--- config.mk ---
export PLATFORM = sky130hd
export DESIGN_NAME = div_req_scheduler_flat
export DESIGN_NICKNAME = d
export VERILOG_FILES = /design/src/rtl/div_req_scheduler_pkg.sv /design/src/rtl/div_req_scheduler_if.sv /design/src/rtl/div_req_fifo.sv /design/src/rtl/div_req_scheduler.sv /design/src/flat_wrapper.sv
export SDC_FILE = /design/constraint.sdc
export NUM_CORES = 1
export LEC_CHECK = 0
export ABC_AREA = 1
export CAP_MARGIN = 20
export CELL_PAD_IN_SITES_DETAIL_PLACEMENT = 1
export CELL_PAD_IN_SITES_GLOBAL_PLACEMENT = 1
export CORE_MARGIN = 4
export CORE_UTILIZATION = 35
export CTS_BUF_LIST = sky130_fd_sc_hd__clkbuf_8
export DETAILED_ROUTE_END_ITERATION = 12
export PLACE_DENSITY = 0.68
export SYNTH_ARGS = -nofsm -noshare
export SYNTH_HDL_FRONTEND = slang
export SYNTH_SLANG_ARGS = --single-unit
--- constraint.sdc ---
create_clock -name clk -period 12.1 [get_ports clk]
set_clock_uncertainty 0.15 [all_clocks]
set_input_delay 2.42 -clock clk [delete_from_list [all_inputs] [get_ports clk]]
set_output_delay 2.42 -clock clk [all_outputs]
set_load 0.01 [all_outputs]
--- src/rtl/div_req_scheduler_pkg.sv ---
// Shared types for the divider request scheduler: FSM states, queued request record, DBZ quotient.
// DIV_SIZE is the operand width the request record is built for; instantiate the scheduler with SIZE equal to it.
package div_req_scheduler_pkg;

  localparam int unsigned DIV_SIZE = 32;

  typedef enum logic [1:0] {IDLE, ISSUE, WAIT, HOLD} sched_state_t;

  typedef struct packed {
    logic [DIV_SIZE-1:0] num;
    logic [DIV_SIZE-1:0] den;
  } div_req_t;

  // Quotient reported for a zero divisor: all ones, matching what a restoring divider would produce.
  function automatic logic [DIV_SIZE-1:0] dbz_coc();
    return '1;
  endfunction

endpackage

--- src/rtl/div_req_scheduler_if.sv ---
// Request, divider and result handshakes of the scheduler; slave is the scheduler side, master the environment.
interface div_req_scheduler_if #(
  parameter int unsigned SIZE  = 32,
  parameter int unsigned DEPTH = 4
);
  localparam int unsigned CW = $clog2(DEPTH) + 1;

  logic            in_valid;
  logic            in_ready;
  logic [SIZE-1:0] in_num;
  logic [SIZE-1:0] in_den;
  logic            div_start;
  logic [SIZE-1:0] div_num;
  logic [SIZE-1:0] div_den;
  logic            div_done;
  logic [SIZE-1:0] div_coc;
  logic [SIZE-1:0] div_resto;
  logic            out_valid;
  logic            out_ready;
  logic [SIZE-1:0] out_coc;
  logic [SIZE-1:0] out_resto;
  logic            out_dbz;
  logic            out_err;
  logic [CW-1:0]   fifo_count;

  modport slave (
    input  in_valid, in_num, in_den, div_done, div_coc, div_resto, out_ready,
    output in_ready, div_start, div_num, div_den, out_valid, out_coc, out_resto,
           out_dbz, out_err, fifo_count
  );

  modport master (
    output in_valid, in_num, in_den, div_done, div_coc, div_resto, out_ready,
    input  in_ready, div_start, div_num, div_den, out_valid, out_coc, out_resto,
           out_dbz, out_err, fifo_count
  );
endinterface

--- src/rtl/div_req_fifo.sv ---
// First-word-fall-through request queue; head visible combinationally, one push and one pop per cycle.
// Pushes while full and pops while empty are dropped, so callers may present raw requests.
module div_req_fifo
  import div_req_scheduler_pkg::*;
#(
  parameter int unsigned SIZE  = DIV_SIZE,
  parameter int unsigned DEPTH = 4,
  localparam int unsigned AW   = $clog2(DEPTH),
  localparam int unsigned CW   = AW + 1
) (
  input  logic            clk,
  input  logic            rst,
  input  logic            push,
  input  logic            pop,
  input  logic [2*SIZE-1:0] din,
  output logic [2*SIZE-1:0] dout,
  output logic            full,
  output logic            empty,
  output logic [CW-1:0]   count
);

  div_req_t          mem_q [DEPTH];
  logic [AW-1:0]     wr_q, wr_d, rd_q, rd_d;
  logic [CW-1:0]     count_q, count_d;
  logic              do_push, do_pop;

  assign full    = (count_q == CW'(DEPTH));
  assign empty   = (count_q == '0);
  assign count   = count_q;
  assign dout    = mem_q[rd_q];
  assign do_push = push & ~full;
  assign do_pop  = pop & ~empty;

  always_comb begin
    wr_d    = wr_q;
    rd_d    = rd_q;
    count_d = count_q;
    if (do_push) wr_d = wr_q + AW'(1);
    if (do_pop)  rd_d = rd_q + AW'(1);
    case ({do_push, do_pop})
      2'b10:   count_d = count_q + CW'(1);
      2'b01:   count_d = count_q - CW'(1);
      default: count_d = count_q;
    endcase
  end

  always_ff @(posedge clk) begin
    if (rst) begin
      wr_q    <= '0;
      rd_q    <= '0;
      count_q <= '0;
    end else begin
      wr_q    <= wr_d;
      rd_q    <= rd_d;
      count_q <= count_d;
    end
  end

  always_ff @(posedge clk) begin
    if (do_push) mem_q[wr_q] <= din;
  end

endmodule

--- src/rtl/div_req_scheduler.sv ---
// Queues divide requests and runs them one at a time on an external divider; DBZ answered locally.
// Request to start: 2 edges; result held until out_ready; a hung divider is aborted after TIMEOUT WAIT cycles.
module div_req_scheduler
  import div_req_scheduler_pkg::*;
#(
  parameter int unsigned SIZE    = DIV_SIZE,
  parameter int unsigned DEPTH   = 4,
  parameter int unsigned TIMEOUT = 2 * SIZE + 8
) (
  input logic              clk,
  input logic              rst,
  div_req_scheduler_if.slave bus
);

  localparam int unsigned CW  = $clog2(DEPTH) + 1;
  localparam int unsigned WDW = $clog2(TIMEOUT);
  localparam logic [WDW-1:0] WD_LAST = WDW'(TIMEOUT - 1);

  sched_state_t    state_q, state_d;
  logic [SIZE-1:0] num_q, num_d, den_q, den_d;
  logic [SIZE-1:0] coc_q, coc_d, resto_q, resto_d;
  logic            dbz_q, dbz_d, err_q, err_d;
  logic [WDW-1:0]  wd_q, wd_d;
  logic            pop, fifo_full, fifo_empty;
  logic [CW-1:0]   count;
  div_req_t        head;

  div_req_fifo #(.SIZE(SIZE), .DEPTH(DEPTH)) u_fifo (
    .clk   (clk),
    .rst   (rst),
    .push  (bus.in_valid),
    .pop   (pop),
    .din   ({bus.in_num, bus.in_den}),
    .dout  (head),
    .full  (fifo_full),
    .empty (fifo_empty),
    .count (count)
  );

  assign bus.in_ready   = ~fifo_full;
  assign bus.fifo_count = count;
  assign bus.div_start  = (state_q == ISSUE);
  assign bus.div_num    = num_q;
  assign bus.div_den    = den_q;
  assign bus.out_valid  = (state_q == HOLD);
  assign bus.out_coc    = coc_q;
  assign bus.out_resto  = resto_q;
  assign bus.out_dbz    = dbz_q;
  assign bus.out_err    = err_q;

  always_comb begin
    state_d = state_q;
    num_d   = num_q;
    den_d   = den_q;
    coc_d   = coc_q;
    resto_d = resto_q;
    dbz_d   = dbz_q;
    err_d   = err_q;
    wd_d    = wd_q;
    pop     = 1'b0;
    unique case (state_q)
      IDLE: begin
        if (!fifo_empty) begin
          pop = 1'b1;
          if (head.den != '0) begin
            num_d   = head.num;
            den_d   = head.den;
            state_d = ISSUE;
          end else begin
            coc_d   = dbz_coc();
            resto_d = head.num;
            dbz_d   = 1'b1;
            state_d = HOLD;
          end
        end
      end
      ISSUE: begin
        wd_d    = '0;
        state_d = WAIT;
      end
      WAIT: begin
        // Completion wins over the watchdog when both land on the same edge.
        if (bus.div_done) begin
          coc_d   = bus.div_coc;
          resto_d = bus.div_resto;
          state_d = HOLD;
        end else if (wd_q == WD_LAST) begin
          coc_d   = '0;
          resto_d = '0;
          err_d   = 1'b1;
          state_d = HOLD;
        end else begin
          wd_d = wd_q + WDW'(1);
        end
      end
      HOLD: begin
        if (bus.out_ready) begin
          dbz_d   = 1'b0;
          err_d   = 1'b0;
          state_d = IDLE;
        end
      end
      default: state_d = IDLE;
    endcase
  end

  always_ff @(posedge clk) begin
    if (rst) begin
      state_q <= IDLE;
      num_q   <= '0;
      den_q   <= '0;
      coc_q   <= '0;
      resto_q <= '0;
      dbz_q   <= 1'b0;
      err_q   <= 1'b0;
      wd_q    <= '0;
    end else begin
      state_q <= state_d;
      num_q   <= num_d;
      den_q   <= den_d;
      coc_q   <= coc_d;
      resto_q <= resto_d;
      dbz_q   <= dbz_d;
      err_q   <= err_d;
      wd_q    <= wd_d;
    end
  end

endmodule

--- src/flat_wrapper.sv ---
// flat-port wrapper written by rule: the top's interface ports become plain ports
module div_req_scheduler_flat import div_req_scheduler_pkg::*;
#(
  parameter int unsigned SIZE    = DIV_SIZE,
  parameter int unsigned DEPTH   = 4,
  parameter int unsigned TIMEOUT = 2 * SIZE + 8
)
  (clk, rst, bus_in_valid, bus_in_num, bus_in_den, bus_div_done, bus_div_coc, bus_div_resto, bus_out_ready, bus_in_ready, bus_div_start, bus_div_num, bus_div_den, bus_out_valid, bus_out_coc, bus_out_resto, bus_out_dbz, bus_out_err, bus_fifo_count);
  div_req_scheduler_if #(.SIZE(SIZE), .DEPTH(DEPTH)) bus_i ();
  input logic clk;
  input logic rst;
  input wire logic [$bits(bus_i.in_valid)-1:0] bus_in_valid;
  input wire logic [$bits(bus_i.in_num)-1:0] bus_in_num;
  input wire logic [$bits(bus_i.in_den)-1:0] bus_in_den;
  input wire logic [$bits(bus_i.div_done)-1:0] bus_div_done;
  input wire logic [$bits(bus_i.div_coc)-1:0] bus_div_coc;
  input wire logic [$bits(bus_i.div_resto)-1:0] bus_div_resto;
  input wire logic [$bits(bus_i.out_ready)-1:0] bus_out_ready;
  output wire logic [$bits(bus_i.in_ready)-1:0] bus_in_ready;
  output wire logic [$bits(bus_i.div_start)-1:0] bus_div_start;
  output wire logic [$bits(bus_i.div_num)-1:0] bus_div_num;
  output wire logic [$bits(bus_i.div_den)-1:0] bus_div_den;
  output wire logic [$bits(bus_i.out_valid)-1:0] bus_out_valid;
  output wire logic [$bits(bus_i.out_coc)-1:0] bus_out_coc;
  output wire logic [$bits(bus_i.out_resto)-1:0] bus_out_resto;
  output wire logic [$bits(bus_i.out_dbz)-1:0] bus_out_dbz;
  output wire logic [$bits(bus_i.out_err)-1:0] bus_out_err;
  output wire logic [$bits(bus_i.fifo_count)-1:0] bus_fifo_count;
  assign bus_i.in_valid = bus_in_valid;
  assign bus_i.in_num = bus_in_num;
  assign bus_i.in_den = bus_in_den;
  assign bus_i.div_done = bus_div_done;
  assign bus_i.div_coc = bus_div_coc;
  assign bus_i.div_resto = bus_div_resto;
  assign bus_i.out_ready = bus_out_ready;
  assign bus_in_ready = bus_i.in_ready;
  assign bus_div_start = bus_i.div_start;
  assign bus_div_num = bus_i.div_num;
  assign bus_div_den = bus_i.div_den;
  assign bus_out_valid = bus_i.out_valid;
  assign bus_out_coc = bus_i.out_coc;
  assign bus_out_resto = bus_i.out_resto;
  assign bus_out_dbz = bus_i.out_dbz;
  assign bus_out_err = bus_i.out_err;
  assign bus_fifo_count = bus_i.fifo_count;
  div_req_scheduler #(.SIZE(SIZE), .DEPTH(DEPTH), .TIMEOUT(TIMEOUT)) u_core (.clk(clk), .rst(rst), .bus(bus_i));
endmodule
==> qor_table.md, run 1 <==
| Stage | Item | Reported |
|---|---|---|
| power | Worst IR drop on VDD | 0.000232 V |
| sta | Count of endpoints failing hold in the final timing report | 0 |
| routing | Remaining antenna violation count | 0 |
| die | Die ar. | 0.0504 mm2 |
| logic synthesis | Post-synth cell types | 26 |
| global route | Pin count of the biggest net entering global routing | 84 |
| die | Width of the die | 224 um |
| place | HPWL reported at the end of detailed placement | 31.0 mm |
| cells and area | Area growth from synthesis to final layout | 27.4% |
| place | Quantity of I/O buffers inserted on ports | 268 |
| logic synthesis | Most area-consuming cells after synthesis | edfxtp_1, dfxtp_1, nand2_1, a21oi_1, nand3_1 |
| clock tree | TritonCTS clock tree | done |
| sta | Final critical-path share of the clock period | 45.9% |
| cells and area | Post-layout nets | 2029 |
| routing | Detailed-routing wirelength on met1 | 22.1 mm |
| setup path | Library cell appearing most often on the critical path | nand2_1 |
| routing | Overall via count from detail_route | 13000 |
| logic synthesis | Number of standard cells after synthesis | 1640 |
| sta | Final TNS setup | 0 ns |
| global route | GRT Resource Usage Total | 20.0% |
| sta | Final Max Tran Viols | 0 |
| setup path | Crit path required time | 12.43 ns |
| sta | Fmax achieved | 180 MHz |
| logic synthesis | Mapped Nets | 1785 |
| global route | Vias in the first global route | 13500 |
| logic synthesis | Synthesized area divided by synthesized cell count | 10.0 um2 |
| setup path | Path depth of the worst reg2reg path | 15 |
| die | Io pins | 269 |
| die | Die H | 224 um |
| logic synthesis | Count of flip-flops with a built-in enable after synthesis | 256 |
| routing | Wirelength per Cell | 20.2 um |
| clock tree | Cell at the root of the clock tree | clkbuf_8 |
| routing | Total met2 wirelength after detailed routing | 25.5 mm |
| logic synthesis | Fraction of the yosys area taken by sequential cells | 65.0% |
| logic synthesis | Post-synth top area cell | edfxtp_1 |
| routing | Highest signal layer in the routed design | met5 |
| global route | Global-route congestion overflow total | 0 |
| routing | WL final | 51.5 mm |
| logic synthesis | Commonest cells in the synthesized netlist | nand2_1, edfxtp_1, a21oi_1, nand3_1, dfxtp_1 |
| logic synthesis | Mapped cell area | 0.0164 mm2 |
| sta | Shortest clock period the worst path allows after layout | 5.55 ns |
| place | GP Congestion | 0.774 |
| sta | Setup violators final | 0 |
| cells and area | Share of layout cells above drive strength 1 | 6.34% |
| logic synthesis | Yosys top cell area share | 46.9% |
| clock tree | Clock buffer count from CTS | 72 |
| clock tree | Max Root-Sink Buffers | 3 |
| power | Leakage component of the power | 7.71 nW |
| logic synthesis | Register bit count reported by yosys | 404 |
| clock tree | # Post-CTS Setup Buffers | 0 |
| sta | Transition at the pin with the smallest max-transition slack | 1.08 ns |
| place | Post-DP Area | 0.0195 mm2 |
| die | Core box area | 0.0465 mm2 |
| worst hold path | Hold Crit Class | flip-flop to flip-flop |
| cells and area | Final core utilization | 45.0% |
| global route | Wire length of the first global-routing pass | 78.8 mm |
| clock tree | Clock slew at the register clock pins of the worst setup and hold paths | 0.06 ns |
| sta | Worst relative slew slack | 28.2% |
| logic synthesis | Yosys warnings | 0 |
| outcome | Status | complete, no violations |
| routing | Routed length on met3 | 2.68 mm |
| logic synthesis | Most used DFF post-synth | edfxtp_1 |
| setup path | Max stage delay cell, worst path | dfxtp_4 |
| die | Initial standard-cell utilization of the core | 35.3% |
| die | Row Count | 79 |
| cells and area | Final instance area | 0.0209 mm2 |
| setup path | Critical Path Sink | u_core.bus.out_resto[8]$_SDFFE_PP0P_ |
| clock tree | Post-cts sizing count | 0 |
| power | PD cells | 251 mW/mm2 |
| setup path | Cells along the critical path | inv_4 -> buf_4 -> nand2_1 -> nand3_1 -> nand2_1 -> nand2_1 -> nor2_1 -> nand2_1 -> nor2_1 -> nand2_4 -> nand2_4 -> buf_4 -> nand3_1 -> nand2_1 -> nor2_1 |
| setup path | Crit path max fanout | 83 |
| clock tree | H-Tree Depth | 3 |
| routing | DR pass1 iterations | 4 |
| logic synthesis | Most used standard cell by instance count after synthesis | nand2_1 |
| setup path | Crit path largest cell delay | 0.96 ns |
| cells and area | Non-filler instance count after layout | 2550 |
| setup path | Category of the worst setup path launch point | flip-flop |
| setup path | Element type at the critical path end | flip-flop |
| routing | DRC violations left | 0 |
| setup path | Kind of critical path | flip-flop to flip-flop |
| clock tree | Hold-fix buffers, CTS | 0 |
| run | Max-cap check violation count | 0 |
| cells and area | Fill cells | 5208 |
| clock tree | Source-to-sink clock delay at the later pin of the worst-skew pair | 0.62 ns |
| clock tree | Clock Sinks | 404 |
| setup path | Setup slack on the worst flop-to-flop path | 6.55 ns |
| setup path | R2r endpoint | u_core.bus.out_resto[8]$_SDFFE_PP0P_ |
| global route | Number of antenna violations at the first check in global routing | 4 |
| place | Post-placement cell count | 2415 |
| logic synthesis | Async SR Flop Fraction | 0% |
| routing | Iteration-0 DRC Markers | 705 |
| sta | Setup repair after global routing missed its margin | false |
| routing | Avg Vias per Cell | 5.11 |
| setup path | Data arrival, critical path | 5.88 ns |
-- cells by family (layout without fill, tap and decap cells) --
family / after synthesis / in the layout / synth area share, %
and+or+nand+nor: 767 / 767 / 20.0
xor gates and xnor gates: 1 / 1 / 0.0534
DFF: 404 / 404 / 65.0
adders and majority gates: 12 / 12 / 0.962
other: 0 / 3 / 0
buffers and inverters: 198 / 498 / 5.07
AOI/OAI and AO/OA: 258 / 258 / 8.91
-- layout by cell type (no fill, tap or decap), types with 5 or more instances in the layout --
cell type,count
a32o_1,32
nor2_1,85
dfxtp_1,146
nand3_1,182
nor2_4,5
ha_1,11
nand2_1,420
o21ai_0,27
clkbuf_8,80
inv_1,110
clkdlybuf4s50_1,267
nand4_1,65
buf_4,19
a21oi_1,194
nor3_1,5
edfxtp_1,256
clkinv_1,10
-- layout make-up --
type	count	area (um2)	share of cell area [%]
clock inverters	50	203	0.971
well taps	607	759	3.64
clock buffers	80	1100	5.27
repair buffers	289	2880	13.8
inverters	79	299	1.43
flip-flops and latches	404	10700	51.0
multi-input cells	1038	4980	23.8
diodes	3	7.51	0.0359
-- flip-flops by register name, summed over array words and instances (netlist names), named ones only --
register / cells
u_core.bus.div_den: 32
u_core.bus.div_num: 32
u_core.bus.out_coc: 32
u_core.bus.out_dbz: 1
u_core.bus.out_err: 1
u_core.bus.out_resto: 32
u_core.state_q: 2
u_core.u_fifo.count: 3
u_core.u_fifo.mem_q: 256
u_core.u_fifo.rd_q: 2
u_core.u_fifo.wr_q: 2
u_core.wd_q: 7
-- stage by stage --
step	setup WS, ns	hold WS, ns	power [mW]
after global placement	6.37	0.301	4.06
after detailed placement	6.26	0.304	4.13
after floorplan	6.19	0.286	3.21
final	6.55	0.307	5.25
after global routing	6.16	0.335	5.61
after CTS	6.59	0.313	5.30
-- per-layer routing --
metal / GRT usage, % / vias up
met2: 34.3 / 358
li1: - / 6212
met5: 0 / -
met1: 25.4 / 6386
met4: 7.08 / 4
met3: 4.05 / 83
-- where the power goes --
part | internal, mW | switching, mW | total, mW
logic | 0.827 | 1.30 | 2.12
registers | 1.79 | 0.190 | 1.98
clock network | 0.604 | 0.548 | 1.15
-- worst max-delay path, delay by kind of cell, from the launching register on --
family	cells	cell delay (ns)
DFF	1	0.96
buffers and inverters	3	1.66
and+or+nand+nor	12	2.43
-- how the worst min path moves through the flow --
stage	from	to	slack, ns	depth (start not counted)
finish	u_core.u_fifo.rd_q[1]$_SDFFE_PP0P_	flip-flop	0.31	2
floorplan	u_core.u_fifo.rd_q[1]$_SDFFE_PP0P_	flip-flop	0.29	2
detailed placement	u_core.u_fifo.rd_q[1]$_SDFFE_PP0P_	flip-flop	0.30	2
global placement	u_core.u_fifo.rd_q[1]$_SDFFE_PP0P_	flip-flop	0.30	2
CTS	u_core.u_fifo.rd_q[1]$_SDFFE_PP0P_	flip-flop	0.31	2
global route	u_core.bus.div_num[17]$_SDFFE_PP0P_	u_core.bus.div_num[17]$_SDFFE_PP0P_	0.34	2
No activity file was read; power rests on OpenSTA's default activity.
==> run 2: changes to the inputs <==
Settings changed: PLACE_DENSITY 0.68 to 0.71.
Clock period 12.1 ns to 4.9 ns, I/O delays scaled along.
==> run 2 against run 1 <==
Critical path depth down 2. Design area increased by 0.89%. Fmax increased by 45%. Clock power grew to 2.7 times the previous value. Sequential share of layout area is 0.45 points lower. Non-clock buffer count down 1. Core utilization increased by 0.40 points. Sequential power increased by 140%.
==> qor_table.md, run 2 (same netlist as run 1, synthesis figures left out) <==
| Stage | Item | Reported | vs previous |
|---|---|---|---|
| outcome | Status | complete, no violations |  |
| setup path | Max stage delay cell, worst path | dfxtp_4 |  |
| global route | Global-route congestion overflow total | 0 | unchanged |
| setup path | Library cell appearing most often on the critical path | nand2_1 |  |
| routing | DRC violations left | 0 | unchanged |
| place | GP Congestion | 0.772 | -0.27% |
| global route | Number of antenna violations at the first check in global routing | 8 | +4 |
| setup path | Crit path max fanout | 47 | -43% |
| die | Die H | 224 um | unchanged |
| sta | Final Max Tran Viols | 0 | unchanged |
| sta | Shortest clock period the worst path allows after layout | 3.82 ns | -1.74 ns |
| cells and area | Commonest cells after routing, fill and taps aside | nand2_1, clkdlybuf4s50_1, edfxtp_1, a21oi_1, nand3_1 |  |
| clock tree | Clock buffer count from CTS | 71 | -1.4% |
| cells and area | Post-layout nets | 2027 | -0.099% |
| global route | GRT Resource Usage Total | 19.9% | -0.17 points |
| cells and area | Share of layout cells above drive strength 1 | 6.91% | +0.57 points |
| cells and area | Area growth from synthesis to final layout | 28.5% |  |
| clock tree | H-Tree Depth | 3 | unchanged |
| setup path | Element type at the critical path end | flip-flop |  |
| global route | GRT met3 Usage | 4.35% | +0.30 points |
| clock tree | Source-to-sink clock delay at the later pin of the worst-skew pair | 0.61 ns | about the same |
| sta | Transition at the pin with the smallest max-transition slack | 1.01 ns | -0.0689 ns |
| setup path | Data arrival, critical path | 4.16 ns | -1.72 ns |
| global route | Met1 routing resource usage after global routing | 25.0% | -0.45 points |
| sta | Final TNS setup | 0 ns | unchanged |
| clock tree | TritonCTS clock tree | done |  |
| routing | WL final | 51.4 mm | -0.22% |
| global route | Pin count of the biggest net entering global routing | 129 | +54% |
| die | Io pins | 269 | unchanged |
| global route | GR Util met2 | 33.8% | -0.49 points |
| place | Quantity of I/O buffers inserted on ports | 268 | unchanged |
| cells and area | Largest register FFs | 256 | unchanged |
| clock tree | Hold-fix buffers, CTS | 0 | unchanged |
| setup path | Cells along the critical path | buf_4 -> nand3_1 -> nand2_1 -> nand2_1 -> nor2_1 -> nand2_1 -> nor2_1 -> nand2_4 -> nand2_4 -> buf_12 -> nand3_1 -> nand2_1 -> nor2_1 |  |
| worst hold path | Hold Crit Class | flip-flop to flip-flop |  |
| routing | Iteration-0 DRC Markers | 729 | +3.4% |
| clock tree | Post-cts sizing count | 0 | unchanged |
| power | Leakage component of the power | 7.77 nW | +0.78% |
| die | Row Count | 79 | unchanged |
| die | Initial standard-cell utilization of the core | 35.3% | unchanged |
| routing | Overall via count from detail_route | 13200 | +1.0% |
| die | Die ar. | 0.0504 mm2 | unchanged |
| setup path | Kind of critical path | flip-flop to flip-flop |  |
| sta | Fmax achieved | 262 MHz | +45% |
| power | Total power after layout | 13.3 mW | +150% |
| routing | Avg Vias per Cell | 5.16 | +0.90% |
| clock tree | Max Root-Sink Buffers | 3 | unchanged |
| routing | DR pass1 iterations | 5 | +1 |
| clock tree | Cell at the root of the clock tree | clkbuf_8 |  |
| sta | Final critical-path share of the clock period | 77.9% | +32 points |
| cells and area | Register bank with the most flops | u_core.u_fifo.mem_q |  |
| global route | Busiest metal layer after global routing | met2 |  |
| routing | Wirelength per Cell | 20.1 um | -0.34% |
| sta | Worst relative slew slack | 32.7% | +4.4 points |
| setup path | Crit path largest cell delay | 0.72 ns | -0.24 ns |
| clock tree | # Post-CTS Setup Buffers | 0 | unchanged |
| routing | Remaining antenna violation count | 0 | unchanged |
| global route | Vias in the first global route | 13800 | +1.9% |
| sta | Post-route worst hold slack | 0.305 ns | -0.00187 ns |
| sta | Setup repair after global routing missed its margin | false |  |
| die | Core box area | 0.0465 mm2 | unchanged |
| cells and area | Most common cell after layout, fill and taps aside | nand2_1 |  |
| sta | Setup violators final | 0 | unchanged |
| die | Width of the die | 224 um | unchanged |
| setup path | Category of the worst setup path launch point | flip-flop |  |
| power | PD cells | 631 mW/mm2 | +150% |
| global route | Wire length of the first global-routing pass | 79.1 mm | +0.44% |
| place | HPWL reported at the end of detailed placement | 32.1 mm | +3.7% |
| setup path | Critical path buffers and inverters | 2 | -1 |
| setup path | Crit path required time | 5.25 ns | -7.18 ns |
| power | Worst IR drop on VDD | 0.000633 V | +170% |
| clock tree | Clock slew at the register clock pins of the worst setup and hold paths | 0.06 ns | about the same |
| clock tree | Clock Sinks | 404 | unchanged |
| run | Max-cap check violation count | 0 | unchanged |
| setup path | Crit path max-delay family | simple AND/OR/NAND/NOR gates |  |
| sta | Count of endpoints failing hold in the final timing report | 0 | unchanged |
[run 2: cell count changes in the layout (fill, tap and decap cells not counted), sizes merged, moves of 3 or more]
| cell | change |
|---|---|
| bufinv | +5 |
| diode | +3 |
| inv | -5 |
| clkbuf | -4 |
| clkinv | +6 |
[run 2: worst paths after layout]
path                                                         start                                     to  cells after the start  slack (ns)
worst max-delay path                                     flip-flop  u_core.bus.out_resto[11]$_SDFFE_PP0P_                     13        1.08
worst max register to register                           flip-flop  u_core.bus.out_resto[11]$_SDFFE_PP0P_                     13        1.08
worst min-delay path            u_core.u_fifo.rd_q[1]$_SDFFE_PP0P_                              flip-flop                      2        0.30
worst min register to register  u_core.u_fifo.rd_q[1]$_SDFFE_PP0P_                              flip-flop                      2        0.30
[run 2: metal layers]
layer,vias to the layer above,wire (um)
li1,6205,-
met1,6529,22200
met2,342,24900
met3,92,2820
met4,8,1370
met5,-,57
[run 2: metrics by stage]
| step | setup WS (ns) | utilization [%] | instances | instance area (um2) |
|---|---|---|---|---|
| finish | 1.08 | 45.3 | 2553 | 21100 |
| global placement | 1.23 | 42.2 | 2416 | 19600 |
| floorplan | 0.430 | - | 1640 | 16400 |
| global route | 0.849 | 45.3 | 2551 | 21100 |
| CTS | 1.11 | 45.3 | 2547 | 21100 |
| detailed placement | 1.13 | 42.2 | 2416 | 19600 |
[run 2: area by class of cell]
type	count	area (um2)
timing repair buffer	288	2930
sequential	404	10700
clock inverter	55	380
inverter	79	299
fill	5195	25400
clock buffer	76	1050
multi-input combinational	1038	4980
tap	607	759
antenna	6	15.0
[run 2: worst min-delay path, delay by kind of cell, from the launching register on]
family	cells	cell delay, ns
AO/OA/AOI/OAI	1	0.07
buffers and inverters	1	0.05
flip-flops	1	0.29
[run 2: power breakdown]
group / leakage, nW / total (mW) / switching [mW] / internal [mW]
Sequential: 3.56 / 4.83 / 0.419 / 4.41
Clock: 0.836 / 3.13 / 1.42 / 1.71
Combinational: 3.37 / 5.33 / 3.25 / 2.08
Total: 7.77 / 13.3 / 5.09 / 8.20
